**src/rtl/hybrid_noc_router_output_pkg.sv**
```systemverilog
// Shared sizing helpers for the hybrid NoC router output stage.
// LUT entries reserve the value PORTS as the idle marker.
package hybrid_noc_router_output_pkg;

    function automatic int clog2_min1(input int n);
        return (n <= 1) ? 1 : $clog2(n);
    endfunction

    function automatic int lut_entry_w(input int ports);
        return clog2_min1(ports + 1);
    endfunction

    function automatic int slot_w(input int lut_size);
        return clog2_min1(lut_size);
    endfunction

    function automatic int idle_entry(input int ports);
        return ports;
    endfunction

endpackage

```
**src/rtl/hybrid_noc_router_output_fifo.sv**
```systemverilog
// Best-effort output FIFO: flit plus last marker, push/pop, full/empty.
// Storage is not reset; the count alone defines validity.
module noc_output_fifo
    import hybrid_noc_router_output_pkg::*;
#(
    parameter int WIDTH = 32,
    parameter int DEPTH = 2
) (
    input  logic             clk,
    input  logic             rst,
    input  logic             push,
    input  logic [WIDTH-1:0] push_data,
    input  logic             push_last,
    input  logic             pop,
    output logic [WIDTH-1:0] head_data,
    output logic             head_last,
    output logic             full,
    output logic             empty
);

    localparam int AW = clog2_min1(DEPTH);
    localparam int CW = $clog2(DEPTH + 1);

    logic [WIDTH-1:0] mem_data [DEPTH];
    logic             mem_last [DEPTH];
    logic [AW-1:0]    rd_ptr;
    logic [AW-1:0]    wr_ptr;
    logic [CW-1:0]    count;
    logic             do_push;
    logic             do_pop;

    function automatic logic [AW-1:0] nxt(input logic [AW-1:0] p);
        return (p == AW'(DEPTH - 1)) ? '0 : p + 1'b1;
    endfunction

    assign full      = (count == CW'(DEPTH));
    assign empty     = (count == '0);
    assign do_pop    = pop && !empty;
    assign do_push   = push && (!full || do_pop);
    assign head_data = mem_data[rd_ptr];
    assign head_last = mem_last[rd_ptr];

    always_ff @(posedge clk) begin
        if (do_push) begin
            mem_data[wr_ptr] <= push_data;
            mem_last[wr_ptr] <= push_last;
        end
    end

    always_ff @(posedge clk or posedge rst) begin
        if (rst) begin
            rd_ptr <= '0;
            wr_ptr <= '0;
            count  <= '0;
        end else begin
            if (do_push) wr_ptr <= nxt(wr_ptr);
            if (do_pop)  rd_ptr <= nxt(rd_ptr);
            if (do_push && !do_pop) count <= count + 1'b1;
            else if (do_pop && !do_push) count <= count - 1'b1;
        end
    end

endmodule

```
**src/rtl/hybrid_noc_router_output.sv**
```systemverilog
// Output stage of a hybrid NoC router port: slot-scheduled TDM traffic
// merged with round-robin wormhole best-effort traffic on one link.
module hybrid_noc_router_output
    import hybrid_noc_router_output_pkg::*;
#(
    parameter int FLIT_WIDTH   = 32,
    parameter int PORTS        = 5,
    parameter int LUT_SIZE     = 16,
    parameter int BE_ENABLED   = 1,
    parameter int BE_PORTS     = 5,
    parameter int OUTPUT_ID    = 0,
    parameter int BUFFER_DEPTH = 2
) (
    input  logic                           clk,
    input  logic                           rst,
    input  logic [PORTS*FLIT_WIDTH-1:0]    tdm_in_flit,
    input  logic [PORTS-1:0]               tdm_in_valid,
    input  logic [PORTS-1:0]               tdm_in_last,
    input  logic [BE_PORTS*FLIT_WIDTH-1:0] be_in_flit,
    input  logic [BE_PORTS-1:0]            be_in_valid,
    input  logic [BE_PORTS-1:0]            be_in_last,
    output logic [BE_PORTS-1:0]            be_in_ready,
    output logic [FLIT_WIDTH-1:0]          out_flit,
    output logic                           out_last,
    output logic                           tdm_out_valid,
    output logic                           be_out_valid,
    input  logic                           be_out_ready,
    input  logic [lut_entry_w(PORTS)-1:0]  lut_conf_data,
    input  logic [clog2_min1(PORTS)-1:0]   lut_conf_sel,
    input  logic [slot_w(LUT_SIZE)-1:0]    lut_conf_slot,
    input  logic                           lut_conf_valid
);

    localparam int EW = lut_entry_w(PORTS);
    localparam int SW = slot_w(LUT_SIZE);
    localparam int PW = clog2_min1(PORTS);
    localparam int FW = FLIT_WIDTH;
    localparam logic [EW-1:0] IDLE = EW'(idle_entry(PORTS));

    logic [SW-1:0] slot;
    logic [EW-1:0] lut [LUT_SIZE];
    logic [EW-1:0] cur_entry;
    logic          tdm_hit;
    logic [FW-1:0] tdm_sel_flit;
    logic          tdm_sel_last;
    logic [FW-1:0] tdm_flit_q;
    logic          tdm_last_q;
    logic [FW-1:0] be_flit;
    logic          be_last;

    // Idle entries (>= PORTS) never match a port, so no range check is needed.
    always_comb begin
        cur_entry    = lut[slot];
        tdm_hit      = 1'b0;
        tdm_sel_flit = '0;
        tdm_sel_last = 1'b0;
        for (int p = 0; p < PORTS; p++) begin
            if (cur_entry == EW'(p) && tdm_in_valid[p]) begin
                tdm_hit      = 1'b1;
                tdm_sel_flit = tdm_in_flit[p*FW +: FW];
                tdm_sel_last = tdm_in_last[p];
            end
        end
    end

    always_ff @(posedge clk or posedge rst) begin
        if (rst) begin
            slot          <= '0;
            tdm_out_valid <= 1'b0;
            tdm_flit_q    <= '0;
            tdm_last_q    <= 1'b0;
            for (int i = 0; i < LUT_SIZE; i++) lut[i] <= IDLE;
        end else begin
            slot          <= slot + 1'b1;
            tdm_out_valid <= tdm_hit;
            tdm_flit_q    <= tdm_sel_flit;
            tdm_last_q    <= tdm_sel_last;
            if (lut_conf_valid && lut_conf_sel == PW'(OUTPUT_ID))
                lut[lut_conf_slot] <= lut_conf_data;
        end
    end

    assign out_flit = tdm_out_valid ? tdm_flit_q : be_flit;
    assign out_last = tdm_out_valid ? tdm_last_q : be_last;

    if (BE_ENABLED != 0) begin : g_be
        localparam int BW = clog2_min1(BE_PORTS);

        logic          grant_valid;
        logic [BW-1:0] grant_idx;
        logic [BW-1:0] rr_ptr;
        logic          pick_valid;
        logic [BW-1:0] pick_idx;
        logic          cur_valid;
        logic [BW-1:0] cur_idx;
        logic          fifo_full;
        logic          fifo_empty;
        logic          push;
        logic          pop;
        logic [FW-1:0] push_flit;
        logic          push_last;
        logic [FW-1:0] head_flit;
        logic          head_last;

        always_comb begin
            int idx;
            idx        = 0;
            pick_valid = 1'b0;
            pick_idx   = '0;
            for (int i = 0; i < BE_PORTS; i++) begin
                idx = (int'(rr_ptr) + i) % BE_PORTS;
                if (!pick_valid && be_in_valid[idx]) begin
                    pick_valid = 1'b1;
                    pick_idx   = BW'(idx);
                end
            end
        end

        // A held wormhole grant overrides the fresh round-robin pick.
        assign cur_valid = grant_valid || pick_valid;
        assign cur_idx   = grant_valid ? grant_idx : pick_idx;

        always_comb begin
            be_in_ready = '0;
            push_flit   = '0;
            push_last   = 1'b0;
            for (int g = 0; g < BE_PORTS; g++) begin
                if (cur_idx == BW'(g)) begin
                    be_in_ready[g] = cur_valid && !fifo_full && !rst;
                    push_flit      = be_in_flit[g*FW +: FW];
                    push_last      = be_in_last[g];
                end
            end
        end

        assign push         = |(be_in_valid & be_in_ready);
        assign be_out_valid = !tdm_out_valid && !fifo_empty;
        assign pop          = be_out_valid && be_out_ready;
        assign be_flit      = be_out_valid ? head_flit : '0;
        assign be_last      = be_out_valid && head_last;

        always_ff @(posedge clk or posedge rst) begin
            if (rst) begin
                grant_valid <= 1'b0;
                grant_idx   <= '0;
                rr_ptr      <= '0;
            end else if (push) begin
                if (push_last) begin
                    grant_valid <= 1'b0;
                    rr_ptr      <= (cur_idx == BW'(BE_PORTS - 1)) ?
                                   '0 : cur_idx + 1'b1;
                end else begin
                    grant_valid <= 1'b1;
                    grant_idx   <= cur_idx;
                end
            end
        end

        noc_output_fifo #(
            .WIDTH (FW),
            .DEPTH (BUFFER_DEPTH)
        ) u_fifo (
            .clk       (clk),
            .rst       (rst),
            .push      (push),
            .push_data (push_flit),
            .push_last (push_last),
            .pop       (pop),
            .head_data (head_flit),
            .head_last (head_last),
            .full      (fifo_full),
            .empty     (fifo_empty)
        );
    end else begin : g_no_be
        assign be_in_ready  = '0;
        assign be_out_valid = 1'b0;
        assign be_flit      = '0;
        assign be_last      = 1'b0;
    end

endmodule

```
**config.mk**
```make
export PLATFORM = sky130hd
export DESIGN_NAME = hybrid_noc_router_output
export DESIGN_NICKNAME = d
export VERILOG_FILES = /design/src/rtl/hybrid_noc_router_output_pkg.sv /design/src/rtl/hybrid_noc_router_output_fifo.sv /design/src/rtl/hybrid_noc_router_output.sv
export SDC_FILE = /design/constraint.sdc
export NUM_CORES = 1
export LEC_CHECK = 0
export BUFFER_PORTS_ARGS = -buffer_cell sky130_fd_sc_hd__clkbuf_2
export CORE_ASPECT_RATIO = 1.4
export CORE_UTILIZATION = 45
export DETAILED_ROUTE_END_ITERATION = 6
export GPL_ROUTABILITY_DRIVEN = 0
export PLACE_DENSITY = 0.73
export RECOVER_POWER = 100
export SYNTH_ARGS = -nofsm -noshare
export SYNTH_HDL_FRONTEND = slang
export SYNTH_SLANG_ARGS = --single-unit
```
**constraint.sdc**
```tcl
create_clock -name clk -period 23.7 [get_ports clk]
set_clock_uncertainty 0.2 [all_clocks]
set_input_delay 4.74 -clock clk [delete_from_list [all_inputs] [get_ports clk]]
set_output_delay 4.74 -clock clk [all_outputs]
set_load 0.02 [all_outputs]
```
==> impl_metrics.yaml <==
cts:
  clockBufferDepth: 2
  cts_tree: "yes"
  cts_resized: 0
  clkSinkCount: 163
  clock_latency_ns: 0.42
  cts_hold_buffers: 0
  postCtsSetupRepairBufs: 0
  path_clk_slew_ns: 0.06
  root_buffer: "clkbuf_16"
  cts_buffers: 17
  htreeDepth: 4
global_routing:
  antenna_found_initial: 2
  grt_pass1_vias: 9494
  grt_overflow: 0
  grt_max_degree: 69
  grt_pass1_wl_um: 48700
  gr-usage-all-layers: 0.270
detailed_routing:
  antenna_left: 0
  vias: 9984
  wirelength_um: 32600
  detail_route.drc_violations: 11
  drt-wirelength-per-cell_um: 18.7
  drt_iter0_markers: 764
  first_pass_iters: 7
  viasPerCell: 5.73
die:
  fp-row-count: 65
  core_area_um2: 22600
  start_util: 0.462
  dieWidth_um: 131
  die_area_um2: 23800
  pin_count: 394
  die_h_um: 182
yosys:
  synth_area_leader_cell: "edfxtp_1"
  synth_top_area_frac: 0.190
  ys_top_cells_by_area: "edfxtp_1 (19%), dfrtp_1 (16%), dfstp_2 (8.1%)"
  ys.flop_type: "edfxtp_1"
  netlist_area_um2: 10400
  avgSynthCellArea_um2: 9.67
  ys_types: 77
  async_flop_share: 0.595
  synth_nets: 1460
  synth_edf_count: 66
  synth-seq-area-share: 0.426
  synth-seq-cells: 163
  synthCells: 1079
  yosysWarnings: 0
pwr:
  p_sw_mw: 0.929
  power_leakage_nw: 6.17
  p_per_area_nw_per_um2: 151
  p_comb_frac: 0.615
  switching_share: 0.470
  p_int_mw: 1.05
  vdd_drop_max_mv: 0.234
  share_seq_of_total_power: 0.254
  total_power_mw: 1.98
  clock_power_share: 0.132
sta:
  max_freq_mhz: 66.7
  drv_slew: 473
  timing.final.ws_setup_ns: 8.71
  worst_pin_slew_ns: 3.31
  max_slew_margin: -1.20
  setup_tns_ns: 0
  rsz0062_at_grt: "no"
  period_minus_slack_ns: 14.99
  finalHoldViolCount: 0
  fin_hold_ws_ns: 0.304
  finalCritPeriodShare: 0.632
  setup_violations: 0
status:
  status: "finished, violations left"
  violations: "design-rule violations, max-capacitance violations, max-slew violations"
placement:
  dp_hpwl_um: 24900
  pre_cts_ws_ns: 10.47
  placed_cells: 1708
  port_buffers: 393
  postPlaceCellArea_um2: 12600
cells_and_area:
  drive_gt1_frac: 0.354
  synthToLayoutAreaGrowth_pct: 25.1
  num-fill-cells: 2083
  layout_common_cells: "clkbuf_2 (359), nand2_1 (144), nor2_1 (121)"
  design_area_um2: 13100
  mostFrequentLayoutCell: "clkbuf_2"
  register_area_um2: 4450
  final_nets: 1807
  utilization: 0.578
  multi_input_area_um2: 5560
  instances_no_fill: 1742
flow_run:
  drv_cap: 11
worst_setup_path:
  critPathCaptureType: "output pin"
  crit_arrival_ns: 10.05
  slowest_stage: "clkbuf_1"
  required_ns: 18.76
  cp.buffers_inverters: 3
  crit_top_cell: "clkbuf_1"
  crit_family: "buffers and inverters"
  slowest_delay_ns: 1.84
  crit_type: "in -> out"
  cp-start-kind: "primary input"
  cp_max_fo: 68
  crit_chain: "clkbuf_1 -> or3b_2 -> a21oi_1 -> o21ai_0 -> a21o_1 -> o21ai_0 -> nor4b_1 -> or2b_1 -> o2111ai_1 -> o32ai_1 -> ha_1 -> clkbuf_1 -> and3_1 -> clkbuf_1"
min_path:
  min_path_type: "reg -> reg"
[state kept, by name, summed over array words and instances, names as in the netlist]
name / flops
g_be.grant_idx: 3
g_be.grant_valid: 1
g_be.rr_ptr: 3
g_be.u_fifo.count: 2
g_be.u_fifo.mem_data: 64
g_be.u_fifo.mem_last: 2
g_be.u_fifo.rd_ptr: 1
g_be.u_fifo.wr_ptr: 1
lut: 48
slot: 4
tdm_flit_q: 32
tdm_last_q: 1
tdm_out_valid: 1
[logic make-up after synthesis]
kind of cell / share of synthesized area
and+or+nand+nor: 0.154
buffers and inverters: 0.0400
xor gates and xnor gates: 0.0125
DFF: 0.426
AOI/OAI and AO/OA: 0.198
muxes: 0.137
adders and majority gates: 0.0324
[synthesized netlist by cell type, types with 12 or more instances]
cell / number
mux2_2: 56
mux2i_1: 57
a22oi_1: 42
inv_1: 23
a222oi_1: 32
nor2_1: 121
clkbuf_1: 62
a21oi_1: 81
dfrtp_1: 65
edfxtp_1: 66
o21ai_0: 47
ha_1: 27
nand2_1: 144
and3_1: 12
dfstp_2: 32
a221o_1: 33
[worst paths after layout]
check / from / end / slack, ns / depth (start not counted)
max in group asynchronous: rst / tdm_flit_q[4] / 15.08 / 3
max: be_in_valid[4] / be_in_ready[2] / 8.71 / 14
min in group asynchronous: rst / tdm_flit_q[27] / 4.48 / 2
min reg2reg: lut[43] / lut[43] / 0.30 / 1
max reg2reg: g_be.rr_ptr[1] / g_be.u_fifo.mem_data[1][24] / 13.90 / 25
min: lut[43] / lut[43] / 0.30 / 1
[final cells by class]
class,instances,area share
multi-input combinational,809,0.426
tap,301,0.0288
clock buffer,22,0.0350
sequential,163,0.341
antenna,2,0.000383
inverter,26,0.00757
clock inverter,10,0.00776
timing repair buffer,409,0.154
[power groups by stage]
stage / Combinational [mW] / Sequential [mW] / Clock, mW
2_1_floorplan: 0.928 / 0.478 / 0
3_3_place_gp: 1.18 / 0.500 / 0
3_5_place_dp: 1.21 / 0.503 / 0
4_1_cts: 1.22 / 0.499 / 0.266
5_1_grt: 1.35 / 0.510 / 0.276
6_report: 1.21 / 0.501 / 0.260
[per-layer routing]
metal | global-route usage | part of all wire | up-vias
met5 | 0 | 0 | -
met4 | 0.0906 | 0.025 | 0
met3 | 0.0510 | 0.073 | 67
met2 | 0.467 | 0.50 | 495
met1 | 0.333 | 0.40 | 4697
li1 | - | - | 4725
Note: power is estimated with default switching activity, not from simulation.
